===== config.mk =====
export PLATFORM = sky130hd
export DESIGN_NAME = music_note_seq
export DESIGN_NICKNAME = d
export VERILOG_FILES = /design/src/rtl/music_pkg.sv /design/src/rtl/tick_prescaler.sv /design/src/rtl/music_note_seq.sv
export SDC_FILE = /design/constraint.sdc
export NUM_CORES = 1
export LEC_CHECK = 0
export ABC_AREA = 0
export ABC_CLOCK_PERIOD_IN_PS = 2000
export CAP_MARGIN = 5
export CORE_MARGIN = 5
export CORE_UTILIZATION = 49
export DETAILED_ROUTE_END_ITERATION = 10
export MAX_ROUTING_LAYER = met4
export PLACE_DENSITY_LB_ADDON = 0.2
export SYNTH_ARGS = -nofsm -noshare
export SYNTH_HDL_FRONTEND = slang
export SYNTH_SLANG_ARGS = --single-unit

===== constraint.sdc =====
create_clock -name clk -period 2 [get_ports clk]
set_clock_uncertainty 0.15 [all_clocks]
set_input_delay 0.4 -clock clk [delete_from_list [all_inputs] [get_ports clk]]
set_output_delay 0.4 -clock clk [all_outputs]
set_load 0.005 [all_outputs]

===== src/rtl/music_pkg.sv =====
// Shared types and constants for the music note sequencer and the DDS FCW table.
package music_pkg;
  localparam int NOTE_W = 7;
  localparam logic [NOTE_W-1:0] REST_NOTE = 7'd0;

  typedef enum logic [1:0] {
    IDLE = 2'd0,
    PLAY = 2'd1,
    GAP  = 2'd2
  } seq_state_t;
endpackage


===== src/rtl/tick_prescaler.sv =====
// Free-running 0..TICK_DIV-1 counter; tick is high while the count sits at its last value.
module tick_prescaler #(
  parameter int TICK_DIV = 781250
) (
  input  logic clk,
  input  logic rst,
  input  logic clr,
  output logic tick
);
  localparam int PW = (TICK_DIV > 1) ? $clog2(TICK_DIV) : 1;
  localparam logic [PW-1:0] LAST = PW'(TICK_DIV - 1);

  logic [PW-1:0] cnt_r;

  // prescale counter, wraps at LAST
  always_ff @(posedge clk) begin
    if (rst) begin
      cnt_r <= {PW{1'b0}};
    end else if (clr) begin
      cnt_r <= {PW{1'b0}};
    end else if (cnt_r == LAST) begin
      cnt_r <= {PW{1'b0}};
    end else begin
      cnt_r <= cnt_r + PW'(1);
    end
  end

  assign tick = (cnt_r == LAST);
endmodule


===== src/rtl/music_note_seq.sv =====
// Note sequencer: holds a note code on fcw_addr with gate high for its duration,
// then an articulation gap with gate low, one note per valid/ready handshake.
module music_note_seq
  import music_pkg::*;
#(
  parameter int TICK_DIV  = 781250,
  parameter int DUR_W     = 8,
  parameter int GAP_TICKS = 2
) (
  input  logic              clk,
  input  logic              rst,
  input  logic              note_valid,
  output logic              note_ready,
  input  logic [NOTE_W-1:0] note_code,
  input  logic [DUR_W-1:0]  note_dur,
  input  logic              stop,
  output logic [NOTE_W-1:0] fcw_addr,
  output logic              gate,
  output logic              busy,
  output logic              note_done
);
  localparam int GW = $clog2(GAP_TICKS + 1);
  localparam int CW = (DUR_W > GW) ? DUR_W : GW;

  seq_state_t        state_r, state_nx_s;
  logic [CW-1:0]     tick_cnt_r, tick_cnt_nx_s;
  logic [NOTE_W-1:0] fcw_nx_s;
  logic              done_nx_s, gate_nx_s, busy_nx_s;
  logic              tick_s, clr_s;

  // Prescaler idles at zero outside a note so the first tick lands TICK_DIV cycles after accept
  assign clr_s = (state_r == IDLE) || stop;

  tick_prescaler #(.TICK_DIV(TICK_DIV)) u_prescaler (
    .clk  (clk),
    .rst  (rst),
    .clr  (clr_s),
    .tick (tick_s)
  );

  assign note_ready = (state_r == IDLE);

  // next-state, tick counter and next registered output values
  always_comb begin
    state_nx_s    = state_r;
    tick_cnt_nx_s = tick_cnt_r;
    fcw_nx_s      = fcw_addr;
    done_nx_s     = 1'b0;
    case (state_r)
      IDLE: begin
        if (note_valid) begin
          fcw_nx_s      = note_code;
          tick_cnt_nx_s = (note_dur == {DUR_W{1'b0}}) ? CW'(1) : CW'(note_dur);
          state_nx_s    = PLAY;
        end else begin
          state_nx_s = IDLE;
        end
      end
      PLAY: begin
        if (tick_s && (tick_cnt_r <= CW'(1))) begin
          if (GAP_TICKS > 0) begin
            tick_cnt_nx_s = CW'(GAP_TICKS);
            state_nx_s    = GAP;
          end else begin
            tick_cnt_nx_s = {CW{1'b0}};
            done_nx_s     = 1'b1;
            state_nx_s    = IDLE;
          end
        end else if (tick_s) begin
          tick_cnt_nx_s = tick_cnt_r - CW'(1);
        end else begin
          tick_cnt_nx_s = tick_cnt_r;
        end
      end
      GAP: begin
        if (tick_s && (tick_cnt_r <= CW'(1))) begin
          tick_cnt_nx_s = {CW{1'b0}};
          done_nx_s     = 1'b1;
          state_nx_s    = IDLE;
        end else if (tick_s) begin
          tick_cnt_nx_s = tick_cnt_r - CW'(1);
        end else begin
          tick_cnt_nx_s = tick_cnt_r;
        end
      end
      default: begin
        state_nx_s    = IDLE;
        tick_cnt_nx_s = {CW{1'b0}};
      end
    endcase

    // stop overrides everything, including an accept, but keeps the DDS on its last note
    if (stop) begin
      state_nx_s    = IDLE;
      tick_cnt_nx_s = {CW{1'b0}};
      fcw_nx_s      = fcw_addr;
      done_nx_s     = 1'b0;
    end else begin
      done_nx_s = done_nx_s;
    end

    gate_nx_s = (state_nx_s == PLAY) && (fcw_nx_s != REST_NOTE);
    busy_nx_s = (state_nx_s != IDLE);
  end

  // state, counter and output registers
  always_ff @(posedge clk) begin
    if (rst) begin
      state_r    <= IDLE;
      tick_cnt_r <= {CW{1'b0}};
      fcw_addr   <= REST_NOTE;
      gate       <= 1'b0;
      busy       <= 1'b0;
      note_done  <= 1'b0;
    end else begin
      state_r    <= state_nx_s;
      tick_cnt_r <= tick_cnt_nx_s;
      fcw_addr   <= fcw_nx_s;
      gate       <= gate_nx_s;
      busy       <= busy_nx_s;
      note_done  <= done_nx_s;
    end
  end
endmodule


==> run_results.csv, run 1 <==
group,metric,value,unit
run_status,status,"finished, violations left",
run_status,violations,"setup timing",
timing,max_slew_margin,76.61,%
synth,synth_compound_area_share,12.99,%
cells_and_area,multi_input_area,1308,um2
cells_and_area,layoutNonFillerInstCount,378,
setup_path,cp-end-kind,"flip-flop",
setup_path,crit_chain,"buf_6 > or3_4 > nor3_4 > buf_6 > nand4_4 > or4_4 > nand3_2",
floorplanning,core_area,4058,um2
synth,synth_cell_types,52,
clocking,hold_buffers,0,
synth,netlist.area_leader.share,38.32,%
power_and_ir_drop,internal_power,1.324,mW
synth,ys_seq_area_share,38.32,%
grt,grtUsageTotal,21.19,%
cells_and_area,nets,350,
setup_path,cp_max_fo,5,
placement,gp_congestion,0.9699,
power_and_ir_drop,leakagePower,1.153,nW
clocking,worstSkewPairLatency,290,ps
setup_path,cp.arrival,2150,ps
power_and_ir_drop,comb_power_share,22.7,%
clocking,htreeDepth,2,
grt,grt_max_degree,21,
power_and_ir_drop,switchingPower,0.4914,mW
timing,hold-worst-slack,325.8,ps
cells_and_area,syn_to_final_growth,44.37,%
timing,drv_slew,0,
route,final_antenna_net_count,0,
power_and_ir_drop,clock_power_share,30.6,%
floorplanning,die_x,75.30,um
timing,setup_viol,3,
setup_path,worst_path_max_delay_cell,"or4_4",
clocking,cts-buffers-inserted,5,
timing,worst_slack,-57.87,ps
timing,rsz0062_at_grt,"true",
synth,yosysTopAreaCell,"dfxtp_1",
cells_and_area,drive_above_1_share,29.88,%
power_and_ir_drop,p_sw_share,27.07,%
power_and_ir_drop,powerDensity,601.7,nW/um2
synth,synthAdderAreaFrac,2.395,%
cells_and_area,layout_common_cells,"buf_4, dfxtp_1, nand2_1, nor2_1, clkdlybuf4s50_1",
setup_path,r2r_setup_slack,-60,ps
power_and_ir_drop,ir_worst_vdd,0.3388,mV
route,vias,2135,
timing,fmax,485.9,MHz
floorplanning,initial_core_util,51.50,%
setup_path,critPathMostFrequentCell,"buf_6",
placement,dp_slack,-150.8,ps
route,drt_wl_total,5776,um
setup_path,path_class,"flip-flop to flip-flop",
setup_path,required,2090,ps
power_and_ir_drop,p_seq_share,46.7,%
clocking,clkTransAtPathRegs,80,ps
synth,synth_edf_count,0,
clocking,cts.sinks,40,
cells_and_area,final_util,74.34,%
placement,io_buffers,29,
timing,totalNegativeSetupSlack,-145.3,ps
clocking,cts_tree,"done",
timing,hold_viol,0,
synth,muxShareOfSynthArea,1.437,%
synth,synthesis.area,2090,um2
synth,synth_fp_nets,270,
route,drtPass1Iterations,5,
synth,avgSynthCellArea,8.460,um2
synth,ys_ff_latch,40,
placement,placedInstanceArea,2740,um2
grt,grt_pass1_wl,9032,um
synth,ys.warnings.count,0,
route,routed_via_density,5.648,
route,wl_per_cell,15.28,um
floorplanning,die_y,75.30,um
floorplanning,rows,23,
synth,synth-simple-area-share,33.71,%
placement,dp_hpwl,4059,um
cells_and_area,final_common_cell,"buf_4",
cells_and_area,antennaDiodeCount,0,
setup_path,cp-start-kind,"flip-flop",
floorplanning,die_area,5670,um2
cells_and_area,register_area,809.5,um2
setup_path,cp_slowest_stage_delay,540,ps
clocking,clock_path_buffers,2,
timing,finalCriticalPeriod,2058,ps
placement,dp_cells,360,
hold_path,min_path_type,"flip-flop to flip-flop",
floorplanning,ios,30,
cells_and_area,fillCellCount,299,
synth,synthFlopType,"dfxtp_1",
grt,gr-total-overflow,0,
synth,yosys-top-cells-area,"dfxtp_1, nor2_1, nand2_1, xnor2_1, a21oi_1",
synth,synth_cells,247,
timing,tightestPinTransition,347.7,ps
timing,period_share,102.9,%
synth,synth_async_sr_flop_share,0,%
route,drc_errors,0,
flow_run,max-cap-violations,0,
grt,first_global_vias,2055,
clocking,cts-root-buf,"clkbuf_8",
grt,antenna_found_initial,0,
synth,synth_top_family_by_area,"simple AND/OR/NAND/NOR gates",
route,drtIter0Drc,175,
synth,synth-xor-area-share,7.964,%
cells_and_area,finish.instance_area,3017,um2
power_and_ir_drop,p_total,1.815,mW
[cells in the mapped netlist, types with 2 or more instances]
cell      number
a21o_1         3
a21oi_1       16
a22oi_1        2
a31oi_1        2
and2_1         3
and4_1         2
buf_2          4
clkbuf_1       4
dfxtp_1       40
ha_1           4
inv_1          7
mux2i_1        3
nand2_1       31
nand3_1       10
nand4_1        6
nand4b_1       2
nor2_1        32
nor3_1         7
nor3_4         2
nor3b_1        2
nor4_1         6
o21ai_0        7
or2_2          3
or3_1          2
or4_1          3
xnor2_1       12
xor2_1         7
[timing repair]
| item | CTS | global route |
|---|---|---|
| buffers inserted | 2 | 8 |
| setup endpoints to repair | 25 | 32 |
| endpoints found under the hold margin | 0 | 0 |
| pin swaps | 4 | 16 |
| resized for setup | 7 | 24 |
[kinds of logic (layout without fill, tap and decap cells)]
family                   Yosys count  after routing
AO/OA/AOI/OAI                     41             41
XOR/XNOR                          19             19
adder cells (fa/ha/maj)            4              4
buffers and inverters             16             97
flip-flops                        40             40
multiplexers                       3              3
AND/OR/NAND/NOR                  124            124
[cell type report]
class / count / area share, %
multi-input cells: 191 / 43.34
flip-flops and latches: 40 / 26.84
repair buffers: 82 / 23.81
well taps: 50 / 2.074
inverters: 7 / 0.8710
clock inverters: 2 / 0.3318
clock buffers: 6 / 2.737
[layer usage]
layer	global-route usage, %	vias to the layer above	share of wire, %
met5	-	-	0
met3	4.090	13	5.4
li1	-	1033	-
met1	25.65	1029	41
met4	6.796	0	2.0
met2	35.47	60	52
[worst paths after layout]
path,startpoint,endpoint,cells past startpoint
max,u_prescaler.cnt_r[10]$_SDFF_PP0_,tick_cnt_r[7]$_SDFFE_PP0P_,7
min,fcw_addr[4]$_SDFF_PP0_,fcw_addr[4]$_SDFF_PP0_,2
max reg2reg,u_prescaler.cnt_r[10]$_SDFF_PP0_,tick_cnt_r[7]$_SDFFE_PP0P_,7
min reg2reg,fcw_addr[4]$_SDFF_PP0_,fcw_addr[4]$_SDFF_PP0_,2
[critical path, delay by kind of cell (launching register included)]
| kind | cells | cell delay (ps) |
|---|---|---|
| flops | 1 | 330 |
| simple gates | 5 | 1290 |
| buf+inv | 2 | 250 |
[power by group through the flow]
stage          logic, mW  registers (mW)  clock network (mW)
5_1_grt            0.436           0.851               0.607
4_1_cts            0.337           0.843               0.574
6_report           0.412           0.848               0.555
3_3_place_gp       0.323           0.862                   0
3_5_place_dp       0.330           0.862                   0
2_1_floorplan      0.178           0.859                   0
[registers in the layout, summed over array words and instances, names as in the netlist]
name               count
u_prescaler.cnt_r     20
tick_cnt_r             8
fcw_addr               7
state_r                2
busy                   1
gate                   1
note_done              1
Note: power is estimated with default switching activity, not from simulation.
==> inputs of run 2 (changes only) <==
- CORE_MARGIN: 5 -> not set
==> run_results.csv, run 2 (synthesis results as in run 1) <==
group,metric,value,unit
placement,io_buffers,29,
run_status,violations,"setup timing",
clocking,worstSkewPairLatency,300,ps
timing,period_share,105.7,%
timing,hold_viol,0,
route,drtPass1Iterations,4,
floorplanning,initial_core_util,51.50,%
floorplanning,rows,23,
timing,rsz0062_at_grt,"true",
floorplanning,ios,30,
clocking,cts_tree,"done",
placement,gp_congestion,0.9959,
power_and_ir_drop,powerDensity,620.2,nW/um2
route,drt_wl_total,5290,um
timing,setup_viol,5,
route,drtIter0Drc,142,
route,drc_errors,0,
setup_path,required,2100,ps
cells_and_area,syn_to_final_growth,42.69,%
grt,grtUsageTotal,25.57,%
timing,finalCriticalPeriod,2115,ps
grt,grt_max_degree,21,
placement,dp_cells,360,
clocking,clock_path_buffers,2,
route,final_antenna_net_count,0,
cells_and_area,max_flop_register,"u_prescaler.cnt_r",
power_and_ir_drop,leakagePower,1.139,nW
placement,dp_hpwl,3734,um
grt,first_global_vias,1891,
setup_path,r2r_start,"u_prescaler.cnt_r[5]$_SDFF_PP0_",
timing,drv_slew,0,
power_and_ir_drop,ir_worst_vdd,0.4856,mV
cells_and_area,nets,347,
cells_and_area,layout_common_cells,"buf_4, dfxtp_1, nor2_1",
route,vias,2046,
cells_and_area,fillCellCount,298,
route,routed_via_density,5.456,
floorplanning,core_area,4058,um2
setup_path,cp-end-kind,"flip-flop",
setup_path,critPathLaunch,"u_prescaler.cnt_r[5]$_SDFF_PP0_",
power_and_ir_drop,p_total,1.849,mW
cells_and_area,final_common_cell,"buf_4",
clocking,hold_buffers,0,
cells_and_area,reg_top3,"u_prescaler.cnt_r: 20 flops, tick_cnt_r: 8 flops, fcw_addr: 7 flops",
clocking,cts.sinks,40,
setup_path,cp.arrival,2210,ps
setup_path,cp-start-kind,"flip-flop",
setup_path,r2r_end,"tick_cnt_r[7]$_SDFFE_PP0P_",
timing,max_slew_margin,72.61,%
floorplanning,die_y,67.30,um
cells_and_area,drive_above_1_share,27.38,%
floorplanning,die_area,4529,um2
setup_path,reg2reg_depth,7,
timing,fmax,472.9,MHz
clocking,cts-buffers-inserted,5,
floorplanning,die_x,67.30,um
clocking,cts-root-buf,"clkbuf_8",
grt,gr-total-overflow,0,
cells_and_area,largest_reg_flops,20,
run_status,status,"finished, violations left",
setup_path,cp_max_fo,5,
cells_and_area,antennaDiodeCount,0,
setup_path,crit_end,"tick_cnt_r[7]$_SDFFE_PP0P_",
timing,worst_slack,-114.8,ps
hold_path,min_path_type,"flip-flop to flip-flop",
route,wl_per_cell,14.11,um
clocking,clkTransAtPathRegs,80,ps
clocking,htreeDepth,2,
timing,tightestPinTransition,409.5,ps
cells_and_area,layoutNonFillerInstCount,375,
grt,antenna_found_initial,0,
flow_run,max-cap-violations,0,
setup_path,path_class,"flip-flop to flip-flop",
grt,grt_pass1_wl,8369,um
setup_path,r2r_setup_slack,-110,ps
-- run 2: area by class of cell --
| class | instances | area (um2) | share of cell area, % |
|---|---|---|---|
| well taps | 50 | 62.56 | 2.098 |
| inverters | 7 | 26.28 | 0.8812 |
| flip-flops and latches | 40 | 809.5 | 27.15 |
| clock inverters | 2 | 35.03 | 1.175 |
| repair buffers | 79 | 691.9 | 23.21 |
| clock buffers | 6 | 72.57 | 2.434 |
| multi-input cells | 191 | 1284 | 43.05 |
-- run 2: worst min path at each step --
stage	from	endpoint	slack [ps]	cells after the start
after CTS	fcw_addr[3]$_SDFF_PP0_	fcw_addr[3]$_SDFF_PP0_	330	2
after global placement	tick_cnt_r[6]$_SDFFE_PP0P_	tick_cnt_r[6]$_SDFFE_PP0P_	310	1
after detailed placement	fcw_addr[3]$_SDFF_PP0_	fcw_addr[3]$_SDFF_PP0_	320	2
after floorplan	tick_cnt_r[6]$_SDFFE_PP0P_	tick_cnt_r[6]$_SDFFE_PP0P_	300	1
after global routing	fcw_addr[5]$_SDFF_PP0_	fcw_addr[5]$_SDFF_PP0_	350	2
final	fcw_addr[3]$_SDFF_PP0_	fcw_addr[3]$_SDFF_PP0_	330	2
-- run 2: repair_timing --
item                       in CTS  in global routing
pin swaps                       5                  5
gates resized for setup        11                 15
buffers inserted                4                  3
setup endpoints to repair      33                 30
-- run 2: worst max-delay path: stages (launching register included) --
cell and delay, ps:
dfxtp_2 340, buf_6 110, or4b_4 480, nor3_4 130, buf_6 130, nand4_4 100
or4_4 550, nand3_2 80
-- run 2: routing by layer --
| layer | wire, um | track usage [%] |
|---|---|---|
| met1 | 2393 | 29.70 |
| met2 | 2581 | 43.25 |
| met3 | 194 | 5.574 |
| met4 | 120 | 8.777 |
| met5 | 0 | - |
-- run 2: through the flow --
stage                     area (um2)  util, %  hold slack, ps  setup WS, ps  TNS [ps]
after floorplan                 2092        -           299.5         37.71         0
after global placement          2740    67.53           312.5        -121.5     -2149
after detailed placement        2740    67.53           317.8        -147.0     -2395
after CTS                       2904    71.57           329.1        -62.99    -143.4
after global routing            2982    73.48           348.8        -181.2    -705.8
final                           2982    73.48           326.4        -114.8    -285.9
-- run 2: power breakdown --
group          internal, mW  leakage, nW  total (mW)  switching [mW]
Combinational         0.186        0.758       0.350           0.164
Clock                 0.370       0.0552       0.658           0.287
Sequential            0.819        0.326       0.841          0.0221
Total                  1.38         1.14        1.85           0.474
